### src/rtl/frame_packer.sv
`default_nettype none
// ============================================================================
//  Module   : frame_packer
//  Brief    : Collects BEATS data beats (or fewer, terminated by in_last) plus
//             a tag sampled on the first beat, and presents them as one packed
//             frame {slot0 .. slot[BEATS-1], {TAG_REP{tag}}} with a valid/ready
//             handshake on each side.
//  Revision : 1.0 - initial release
// ============================================================================
module frame_packer #(
    parameter int DATA_W  = 8,
    parameter int TAG_W   = 4,
    parameter int BEATS   = 2,
    parameter int TAG_REP = 2,
    localparam int OUT_W  = BEATS * DATA_W + TAG_REP * TAG_W
) (
    input  logic              clk,
    input  logic              rst,
    // upstream beat interface
    input  logic              in_valid,
    output logic              in_ready,
    input  logic [DATA_W-1:0] in_data,
    input  logic [TAG_W-1:0]  in_tag,
    input  logic              in_last,
    // downstream frame interface
    output logic              out_valid,
    input  logic              out_ready,
    output logic [OUT_W-1:0]  out_data,
    output logic              out_short
);

    // A single-beat configuration still needs a 1-bit counter to keep the
    // declarations legal; it simply never leaves zero.
    localparam int CNT_W = (BEATS > 1) ? $clog2(BEATS) : 1;

    localparam logic [CNT_W-1:0] c_last_cnt = CNT_W'(BEATS - 1);
    localparam logic [CNT_W-1:0] c_cnt_one  = CNT_W'(1);

    typedef enum logic [0:0] {
        COLLECT = 1'b0,
        HOLD    = 1'b1
    } state_t;

    state_t             r_state;
    state_t             w_state_next;
    logic [CNT_W-1:0]   r_cnt;
    logic [TAG_W-1:0]   r_tag;
    logic               r_out_short;
    logic [DATA_W-1:0]  r_slot [BEATS];

    logic               w_beat_acc;
    logic               w_at_last;
    logic               w_short;
    logic               w_frame_end;
    logic               w_frame_acc;

    // Handshake flags come straight from the state register, so neither
    // ready nor valid has a combinational path from the inputs.
    assign in_ready  = (r_state == COLLECT);
    assign out_valid = (r_state == HOLD);
    assign out_short = r_out_short;

    // Beat/frame acceptance decode and next-state selection.
    always_comb begin
        w_beat_acc   = 1'b0;
        w_at_last    = 1'b0;
        w_short      = 1'b0;
        w_frame_end  = 1'b0;
        w_frame_acc  = 1'b0;
        w_state_next = r_state;

        w_at_last = (r_cnt == c_last_cnt);

        case (r_state)
            COLLECT: begin
                w_beat_acc = in_valid;
                // in_last on the final slot is a normal full frame, so a
                // frame is only short when it ends before the last slot.
                w_short     = in_last && !w_at_last;
                w_frame_end = w_beat_acc && (w_at_last || in_last);
                if (w_frame_end) begin
                    w_state_next = HOLD;
                end
            end
            HOLD: begin
                w_frame_acc = out_ready;
                if (w_frame_acc) begin
                    w_state_next = COLLECT;
                end
            end
            default: begin
                w_state_next = COLLECT;
            end
        endcase
    end

    // State register.
    always_ff @(posedge clk) begin
        if (rst) begin
            r_state <= COLLECT;
        end else begin
            r_state <= w_state_next;
        end
    end

    // Beat counter: advances per accepted beat, returns to zero at frame end.
    always_ff @(posedge clk) begin
        if (rst) begin
            r_cnt <= '0;
        end else if (w_frame_end) begin
            r_cnt <= '0;
        end else if (w_beat_acc) begin
            r_cnt <= r_cnt + c_cnt_one;
        end
    end

    // Tag is captured on the first beat of a frame only.
    always_ff @(posedge clk) begin
        if (rst) begin
            r_tag <= '0;
        end else if (w_beat_acc && (r_cnt == '0)) begin
            r_tag <= in_tag;
        end
    end

    // Short-frame flag is updated once per frame, at the closing beat, and
    // then holds while the frame waits downstream.
    always_ff @(posedge clk) begin
        if (rst) begin
            r_out_short <= 1'b0;
        end else if (w_frame_end) begin
            r_out_short <= w_short;
        end
    end

    // One register per beat slot. The accepted beat lands in slot cnt; on a
    // short frame every slot beyond the closing beat is cleared so stale data
    // from an earlier frame never leaks into the packed output.
    for (genvar i = 0; i < BEATS; i++) begin : g_slot
        localparam logic [CNT_W-1:0] c_idx = CNT_W'(i);

        // Slot i capture / zero-fill.
        always_ff @(posedge clk) begin
            if (rst) begin
                r_slot[i] <= '0;
            end else if (w_beat_acc) begin
                if (r_cnt == c_idx) begin
                    r_slot[i] <= in_data;
                end else if (w_short && (c_idx > r_cnt)) begin
                    r_slot[i] <= '0;
                end
            end
        end

        // Slot 0 sits in the most significant bits of the frame.
        assign out_data[OUT_W - 1 - i * DATA_W -: DATA_W] = r_slot[i];
    end

    // Replicated tag fills the least significant bits. Slots and tag are all
    // registers and are not written while in HOLD, so the frame is stable
    // for as long as the consumer stalls.
    for (genvar j = 0; j < TAG_REP; j++) begin : g_tag
        assign out_data[j * TAG_W +: TAG_W] = r_tag;
    end

endmodule
`default_nettype wire

### config.mk
export PLATFORM = sky130hd
export DESIGN_NAME = frame_packer
export DESIGN_NICKNAME = d
export VERILOG_FILES = /design/src/rtl/frame_packer.sv
export SDC_FILE = /design/constraint.sdc
export NUM_CORES = 1
export LEC_CHECK = 0
export BUFFER_PORTS_ARGS = -buffer_cell sky130_fd_sc_hd__buf_2
export CORE_UTILIZATION = 48
export CTS_CLUSTER_DIAMETER = 100
export CTS_CLUSTER_SIZE = 24
export DETAILED_ROUTE_END_ITERATION = 8
export GPL_TIMING_DRIVEN = 1
export PLACE_DENSITY = 0.81
export SYNTH_ARGS = -nofsm -noshare
export SYNTH_HDL_FRONTEND = slang
export SYNTH_SLANG_ARGS = --single-unit
### constraint.sdc
create_clock -name clk -period 2.81 [get_ports clk]
set_input_delay 0.1405 -clock clk [delete_from_list [all_inputs] [get_ports clk]]
set_output_delay 0.1405 -clock clk [all_outputs]
set_load 0.05 [all_outputs]
==> results.md, run 1 <==
* Kind of critical path: reg2reg
* GR Overflow Total at 0
* Final setup vio count at 0
* Post CTS Setup Buffer Count at 0
* Clock Skews at around 0.0045 ns
* Pwr dens at 632 nW/um^2
* HPWL after DPL at about 1200 um
* Max Cap Viol at 0
* Dominant cells by area after synthesis: edfxtp_1 52%, dfxtp_1 15%, and3_1 11%
* Routed len/inst at between 10 and 15 um
* Largest net degree at the start of global routing at 17
* Fmax at 646 MHz
* Post-synth top area share at around half
* CTS hold repair buffers at 0
* Min cycle time layout at 1.55 ns
* Hold WS at 0.0659 ns
* Seq/Total Area, Yosys at 66.7%
* Clock Tree Buf Depth at 2
* Clock Latency Late Sink at 0.31 ns
* Worst Path Buf+Inv at 0
* Mean post-synth cell area at 13.5 um^2
* Max-Slew Margin vs Limit at between 70% and 80%
* Prevailing post-synth register cell: edfxtp_1
* DIE AREA at 2120 um^2
* DRC viols at 0
* Crit path capture type: flip-flop
* Leading cell type in the layout, fill and taps excluded: buf_2
* Synthesized area at 931 um^2
* CTS tree: yes
* Synth warnings at 0
* Final WL at 1680 um
* Num rows at 15
* Port Buffers at 43
* Die width at 46.0 um
* CP max stage cell: dfxtp_1
* Setup total negative slack at 0 ns
* Unrepaired setup endpoints after global routing: false
* TritonCTS buffer count at 3
* Placed cells at 131
* Nets at 128
* Most frequent cells in the layout: 43 x buf_2, 16 x and3_1, 16 x edfxtp_1, 7 x nor2_1, 7 x dfxtp_1
* Synth cell types at 17
* Outcome: finished, final reports clean
* DR vias/cell at 5.00
* Worst vdd ir at 0.316 mV
* Critical-path cell list: nor2b_1, o21ai_0, nand2b_1
* Number of diodes at 0
* Gr usage total at 17.3%
* Starting Density at 52.8%
* R2R depth at 3
* Levels on crit path at 3
* CP delay by family, top: simple AND/OR/NAND/NOR gates
* Crit-path max cell delay at 0.40 ns
* Area grow syn2layout at 25.0%
* Post-CTS Resized at 0
* Initial antenna violation count at 0
* Clock sinks at 23
* Pwr Total at 0.000735 W
* Post-Place Cell Area at around 1100 um^2
* Die Y at 46.0 um
* Pre-Repair DR Iteration Count at 4
* Hold Path Class: in2reg
* Hold depth at 3
* Layout cells sized above 1 at 46.4%
* First-pass GRT wire length at 2510 um
* Final Wtd Congestion at slightly above 0.7
* Post-route insts no fill at 135
* Vias in the first global route at 620
* CTS clock-pin slew for the worst setup and hold paths at between 0.1 and 0.15 ns
* Core Footprint at 1760 um^2
* Cell area after layout at 1160 um^2
* Largest area contributor in the synthesized netlist: edfxtp_1
* Clock Tree Root: clkbuf_4
* I/O pins at 44
* Max H-tree Level at 1
* LEAKAGE at 0.604 nW
* CP startpoint kind: flip-flop
* Fill cells at 149
* Slew Limit Fails at 0
* Final Hold Viols at 0
* Synth Instances at 69
* Crit path max fanout at 8
* Syn Nets at 86
* Worst slew pin tran at 0.418 ns
* CP required at 2.79 ns
* Final period utilization at a little under three fifths
* 1st-iter DRT viols at 22
* Arrival time at the worst endpoint at approximately 1.5 ns
* Final ANT Viol Nets at 0
* Post-synth EDFFs at 16
* Via count at 675
* Ys async rst share at 0%
* Yosys reg bits at 23
[final cells by class]
type	count	area [um^2]	share of cell area, %
clock buffer	3	22.5	1.94
clock inverter	1	5.00	0.430
inverter	1	3.75	0.323
multi-input combinational	39	265	22.8
sequential	23	621	53.3
tap	25	31.3	2.69
timing repair buffer	43	215	18.5
[cells in the mapped netlist (2+ instances only)]
master    count
mux2i_1       5
dfxtp_1       7
and3_1       16
nor2_1        7
edfxtp_1     16
nand2b_1      2
buf_4         5
a21oi_1       2
[state kept, by name (all words and copies together) (netlist names)]
| name | count |
|---|---|
| out_short | 1 |
| r_tag | 4 |
| r_cnt | 1 |
| out_valid | 1 |
| r_slot | 16 |
[layer usage]
metal / routed length [um] / global-route usage (%) / share of wire [%]
met3: 117 / 2.38 / 7.0
met2: 832 / 32.7 / 50
met5: 0 / 0 / 0
met4: 33 / 8.82 / 2.0
met1: 694 / 18.3 / 41
[where the power goes]
part	switching, W	total [W]	internal [W]
combinational	0.000142	0.000186	0.0000440
sequential	0.0000108	0.000399	0.000388
clock	0.0000972	0.000150	0.0000532
[tightest hold or removal path: cells and delay by family]
family	cells	cell delay [ns]
buffers and inverters	1	0.07
AND/OR/NAND/NOR	1	0.07
multiplexers	1	0.06
[final timing paths]
kind	start	endpoint	slack, ns
max	out_valid	r_slot[1][1]	1.26
min	in_tag[3]	r_tag[3]	0.07
max reg2reg	out_valid	r_slot[1][1]	1.26
min reg2reg	r_tag[1]	r_tag[1]	0.53
[cell families (layout without fill, tap and decap cells)]
group / count (synthesis) / count (layout) / share of synthesized area (%)
AOI/OAI and AO/OA: 4 / 4 / 2.42
muxes: 5 / 5 / 5.38
and+or+nand+nor: 30 / 30 / 20.7
DFF: 23 / 23 / 66.7
buffers and inverters: 7 / 48 / 4.84
[through the flow]
stage,setup WS (ns),utilization (%)
floorplan,1.25,-
global placement,1.40,64.4
detailed placement,1.30,64.4
CTS,1.28,66.0
global route,1.21,66.0
finish,1.26,66.0
Note: power is estimated with default switching activity, not from simulation.
==> run 2: changes to the inputs <==
--- a/config.mk
+++ b/config.mk
@@ -6,12 +6,12 @@
 export NUM_CORES = 1
 export LEC_CHECK = 0
 export BUFFER_PORTS_ARGS = -buffer_cell sky130_fd_sc_hd__buf_2
-export CORE_UTILIZATION = 48
+export CORE_UTILIZATION = 44
 export CTS_CLUSTER_DIAMETER = 100
 export CTS_CLUSTER_SIZE = 24
 export DETAILED_ROUTE_END_ITERATION = 8
 export GPL_TIMING_DRIVEN = 1
-export PLACE_DENSITY = 0.81
+export PLACE_DENSITY = 0.75
 export SYNTH_ARGS = -nofsm -noshare
 export SYNTH_HDL_FRONTEND = slang
 export SYNTH_SLANG_ARGS = --single-unit
==> constraint.sdc (replaced) <==
create_clock -name clk -period 1.5 [get_ports clk]
set_input_delay 0.075 -clock clk [delete_from_list [all_inputs] [get_ports clk]]
set_output_delay 0.075 -clock clk [all_outputs]
set_load 0.05 [all_outputs]
==> results.md, run 2 (synthesis results as in run 1) <==
* Outcome: finished, final reports clean
* Worst slack, placed at 0.196 ns (-1.11 ns)
* Worst slew pin tran at 0.369 ns (-0.0487 ns)
* Fin util at 59.6% (-6.4 points)
* HP Start: in_tag[3]
* Top flop regs: r_slot: 16 flops, r_tag: 4 flops
* Post-route insts no fill at 139 (+3.0%)
* Via count at 688 (+1.9%)
* Final WL at 1580 um (-5.7%)
* Clock Tree Buf Depth at 2 (unchanged)
* Clock Skews at 0.00310 ns (-0.00137 ns)
* Critical Path Start: out_valid
* DR vias/cell at 4.95 (-1.0%)
* Unrepaired setup endpoints after global routing: false
* Max H-tree Level at 1 (unchanged)
* Pwr Total at 0.00136 W (+86%)
* Gr usage total at 14.5% (-2.8 points)
* Clock sinks at 23 (unchanged)
* Min cycle time layout at 1.33 ns (-0.219 ns)
* Area grow syn2layout at 26.9%
* Core Footprint at 1980 um^2 (+12%)
* 1st-iter DRT viols at 13 (-41%)
* Worst R2R Start: out_valid
* Post-CTS Resized at 0 (unchanged)
* Nets at 130 (+1.6%)
* Max Cap Viol at 0 (unchanged)
* GR Overflow Total at 0 (unchanged)
* Initial antenna violation count at 0 (unchanged)
* Max-Slew Margin vs Limit at 75.3% (+3.3 points)
* Post CTS Setup Buffer Count at 0 (unchanged)
* Clock Latency Late Sink at 0.29 ns (-0.02 ns)
* Worst R2R Setup Slack at 0.17 ns (-1.09 ns)
* Final setup vio count at 0 (unchanged)
* CTS tree: yes
* Arrival time at the worst endpoint at 1.31 ns (-0.22 ns)
* Port Buffers at 43 (unchanged)
* Hold Path Class: in2reg
* Final Wtd Congestion at 0.764 (+7.4%)
* CP startpoint kind: flip-flop
* I/O pins at 44 (unchanged)
* Slew Limit Fails at 0 (unchanged)
* Kind of critical path: reg2reg
* DRC viols at 0 (unchanged)
* Largest register FFs at 16 (unchanged)
* R2R depth at 3 (unchanged)
* Final Hold Viols at 0 (unchanged)
* Clock Tree Root: clkbuf_4
* Routed len/inst at 11.4 um (-8.4%)
* LEAKAGE at 0.611 nW (+1.2%)
* Final period utilization at 88.7% (+34 points)
* Most frequent cells in the layout: 43 x buf_2, 16 x and3_1, 16 x edfxtp_1, 7 x nor2_1, 6 x dfxtp_1
* CP required at 1.48 ns (-1.31 ns)
* Die Y at 48.0 um (+4.2%)
* Pre-Repair DR Iteration Count at 4 (unchanged)
* Crit path max fanout at 8 (unchanged)
* First-pass GRT wire length at 2230 um (-11%)
* Leading cell type in the layout, fill and taps excluded: buf_2
* Final ANT Viol Nets at 0 (unchanged)
* Number of diodes at 0 (unchanged)
* Vias in the first global route at 530 (-15%)
* Starting Density at 47.0% (-5.8 points)
* Final worst slack at 0.170 ns (-1.09 ns)
* Placed cells at 135 (+3.1%)
* CTS hold repair buffers at 0 (unchanged)
* Pwr dens at 1160 nW/um^2 (+83%)
* Worst vdd ir at 0.727 mV (+130%)
* Crit path capture type: flip-flop
* Layout cells sized above 1 at 47.3% (+0.96 points)
* Setup total negative slack at 0 ns (unchanged)
* DIE AREA at 2300 um^2 (+8.7%)
* Hold depth at 3 (unchanged)
* HPWL after DPL at 1230 um (-1.2%)
* Num rows at 16 (+1)
* Fmax at 752 MHz (+16%)
* CTS clock-pin slew for the worst setup and hold paths at 0.11 ns (about the same)
* R2R Path End: r_slot[1][0]
* Hold EP: r_tag[3]
* Die width at 48.0 um (+4.2%)
* TritonCTS buffer count at 3 (unchanged)
* Most flops, register: r_slot
* Largest net degree at the start of global routing at 17 (unchanged)
* Fill cells at 173 (+16%)
## run 2: changes by cell type in the layout (fill, tap and decap cells not counted)
cell,delta
dfxtp_2,+1
clkbuf_1,+1
buf_4,+2
dfxtp_1,-1
clkinv_2,-1
## run 2: metal layers
layer	GRT usage, %	wire, um	part of all wire (%)	vias to the layer above
met5	0	0	0	-
met1	17.5	707	45	318
met4	9.44	15	0.95	0
met2	23.2	748	47	36
met3	3.40	110	7.0	2
li1	-	-	-	332
## run 2: critical path, stage by stage, from the launching register on
cell	delay (ns)
dfxtp_2	0.38
nor2b_1	0.16
o21ai_0	0.16
nand2b_1	0.31
## run 2: worst max-delay path by stage
stage,to,slack (ns),cells after the start
floorplan,r_slot[1][0],0.09,3
global placement,r_slot[1][3],0.29,2
detailed placement,r_slot[1][2],0.20,3
CTS,r_slot[1][2],0.18,3
global route,r_slot[1][2],0.1,3
finish,r_slot[1][0],0.17,3
## run 2: power breakdown
part / internal (W) / leakage, nW / switching (W)
clock: 0.000103 / 0.0150 / 0.000161
sequential: 0.000728 / 0.230 / 0.0000199
combinational: 0.0000880 / 0.366 / 0.000265
total: 0.000919 / 0.611 / 0.000446
## run 2: cell type report
| type | count | area [um^2] | area share (%) |
|---|---|---|---|
| flip-flops and latches | 23 | 622 | 52.6 |
| inverters | 1 | 3.75 | 0.318 |
| multi-input cells | 39 | 265 | 22.5 |
| clock buffers | 4 | 26.3 | 2.22 |
| well taps | 27 | 33.8 | 2.86 |
| repair buffers | 45 | 230 | 19.5 |
## run 2: per-stage QoR
stage | hold slack [ns] | instance area [um^2]
floorplan | 0.222 | 932
global placement | 0.309 | 1150
detailed placement | 0.318 | 1150
CTS | 0.00485 | 1180
global route | 0.0194 | 1180
finish | 0.0113 | 1180
==> run 3: changes to the inputs <==
--- a/config.mk
+++ b/config.mk
@@ -6,6 +6,8 @@
 export NUM_CORES = 1
 export LEC_CHECK = 0
 export BUFFER_PORTS_ARGS = -buffer_cell sky130_fd_sc_hd__buf_2
+export CAP_MARGIN = 20
+export CORE_ASPECT_RATIO = 0.7
 export CORE_UTILIZATION = 44
 export CTS_CLUSTER_DIAMETER = 100
 export CTS_CLUSTER_SIZE = 24
==> results.md, run 3 (synthesis results as in run 1) <==
* Final Hold Viols at 0 (unchanged)
* R2R Path End: r_slot[1][3]
* Hold EP: r_tag[0]
* First-pass GRT wire length at 2870 um (+29%)
* Core Footprint at 1920 um^2 (-3.2%)
* DRC viols at 6 (+6)
* Routed len/inst at 13.3 um (+17%)
* Max Cap Viol at 0 (unchanged)
* Largest net degree at the start of global routing at 17 (unchanged)
* DR vias/cell at 4.97 (+0.42%)
* Final Wtd Congestion at 0.758 (-0.71%)
* Clock Latency Late Sink at 0.30 ns (about the same)
* Slew Limit Fails at 0 (unchanged)
* Min cycle time layout at 1.35 ns (+0.0210 ns)
* Final setup vio count at 0 (unchanged)
* 1st-iter DRT viols at 18 (+5)
* Clock Skews at 0.00139 ns (-0.00171 ns)
* Cell area after layout at 1190 um^2 (+0.42%)
* Post CTS Setup Buffer Count at 0 (unchanged)
* Top flop regs: r_slot: 16 flops, r_tag: 4 flops
* Arrival time at the worst endpoint at 1.33 ns (+0.02 ns)
* Die Y at 40.5 um (-16%)
* I/O pins at 44 (unchanged)
* Final ANT Viol Nets at 0 (unchanged)
* Die width at 57.0 um (+19%)
* CTS clock-pin slew for the worst setup and hold paths at 0.12 ns (about the same)
* Clock sinks at 23 (unchanged)
* Setup total negative slack at 0 ns (unchanged)
* Vias in the first global route at 609 (+15%)
* Largest register FFs at 16 (unchanged)
* Final worst slack at 0.149 ns (-0.0210 ns)
* Pre-Repair DR Iteration Count at 6 (+2)
* Max-Slew Margin vs Limit at 71.6% (-3.7 points)
* Leading cell type in the layout, fill and taps excluded: buf_2
* GR Overflow Total at 0 (unchanged)
* Worst slew pin tran at 0.425 ns (+0.0557 ns)
* R2R depth at 3 (unchanged)
* Number of diodes at 0 (unchanged)
* Clock Tree Root: clkbuf_4
* DIE AREA at 2310 um^2 (+0.14%)
* Hold Path Class: in2reg
* Kind of critical path: reg2reg
* Port Buffers at 43 (unchanged)
* Post-CTS Resized at 0 (unchanged)
* CTS tree: yes
* Post-Place Cell Area at 1150 um^2 (-0.54%)
* Final period utilization at 90.1% (+1.4 points)
* Most flops, register: r_slot
* Unrepaired setup endpoints after global routing: false
* Max H-tree Level at 1 (unchanged)
* Nets at 131 (+0.77%)
* Worst R2R Start: out_valid
* Clock Tree Buf Depth at 2 (unchanged)
* TritonCTS buffer count at 3 (unchanged)
* Layout cells sized above 1 at 47.8% (+0.47 points)
* Hold depth at 3 (unchanged)
* Failing checks: DRC
* HP Start: in_tag[0]
* Crit path max fanout at 8 (unchanged)
* Final WL at 1790 um (+13%)
* HPWL after DPL at 1370 um (+12%)
* Num rows at 13 (-3)
* CP required at 1.48 ns (about the same)
* Fin util at 61.8% (+2.2 points)
* Worst slack, placed at 0.179 ns (-0.0168 ns)
* Outcome: finished with violations
* Crit path capture type: flip-flop
* Initial antenna violation count at 0 (unchanged)
* Worst R2R Setup Slack at 0.15 ns (-0.02 ns)
* Gr usage total at 17.9% (+3.4 points)
* CP startpoint kind: flip-flop
* Starting Density at 48.5% (+1.5 points)
* Most frequent cells in the layout: 43 x buf_2, 16 x and3_1, 16 x edfxtp_1, 7 x nor2_1, 6 x dfxtp_1
* Area grow syn2layout at 27.4%
* Via count at 671 (-2.5%)
* Fmax at 740 MHz (-1.6%)
* Pwr dens at 1170 nW/um^2 (+0.99%)
* Worst vdd ir at 0.829 mV (+14%)
* Pwr Total at 0.00138 W (+1.4%)
* LEAKAGE at 0.618 nW (+1.1%)
[run 3: worst max-delay path, cell delays in order, from the launching register on]
cell and delay (ns):
dfxtp_2 0.38, nor2b_1 0.18, o21ai_0 0.15, nand2b_1 0.32
[run 3: area by class of cell]
cell class	count	area [um^2]
fill	158	733
sequential	23	622
multi-input combinational	39	265
timing repair buffer	46	240
tap	22	27.5
clock buffer	3	22.5
clock inverter	1	5.00
inverter	1	3.75
[run 3: worst max path at each step]
stage	from	to	cells after the start
6_report	out_valid	r_slot[1][3]	3
5_1_grt	out_valid	r_slot[1][4]	3
4_1_cts	out_valid	r_slot[1][1]	3
3_5_place_dp	out_valid	r_slot[1][4]	3
3_3_place_gp	r_cnt	r_slot[1][0]	2
2_1_floorplan	out_valid	r_slot[1][0]	3
[run 3: per-layer routing]
| layer | global-route usage, % | vias to the layer above | wire [um] |
|---|---|---|---|
| met2 | 28.8 | 24 | 806 |
| met3 | 7.10 | 2 | 111 |
| met1 | 23.4 | 312 | 858 |
| li1 | - | 333 | - |
| met5 | 0 | - | 0 |
| met4 | 3.66 | 0 | 15 |
[run 3: through the flow]
step,instances,hold WS [ns]
after global placement,130,0.314
final,135,0.0129
after floorplan,69,0.222
after CTS,135,0.0145
after detailed placement,130,0.318
after global routing,135,0.0122
[run 3: where the power goes]
group | internal (W) | switching, W
registers | 0.000728 | 0.0000200
clock network | 0.0000995 | 0.000178
logic | 0.0000897 | 0.000269
total | 0.000917 | 0.000467
[run 3: repair_timing]
action / in CTS / in global routing
hold buffers: 1 / 0
endpoints found under the setup margin: 0 / 0
hold endpoints to repair: 1 / 0
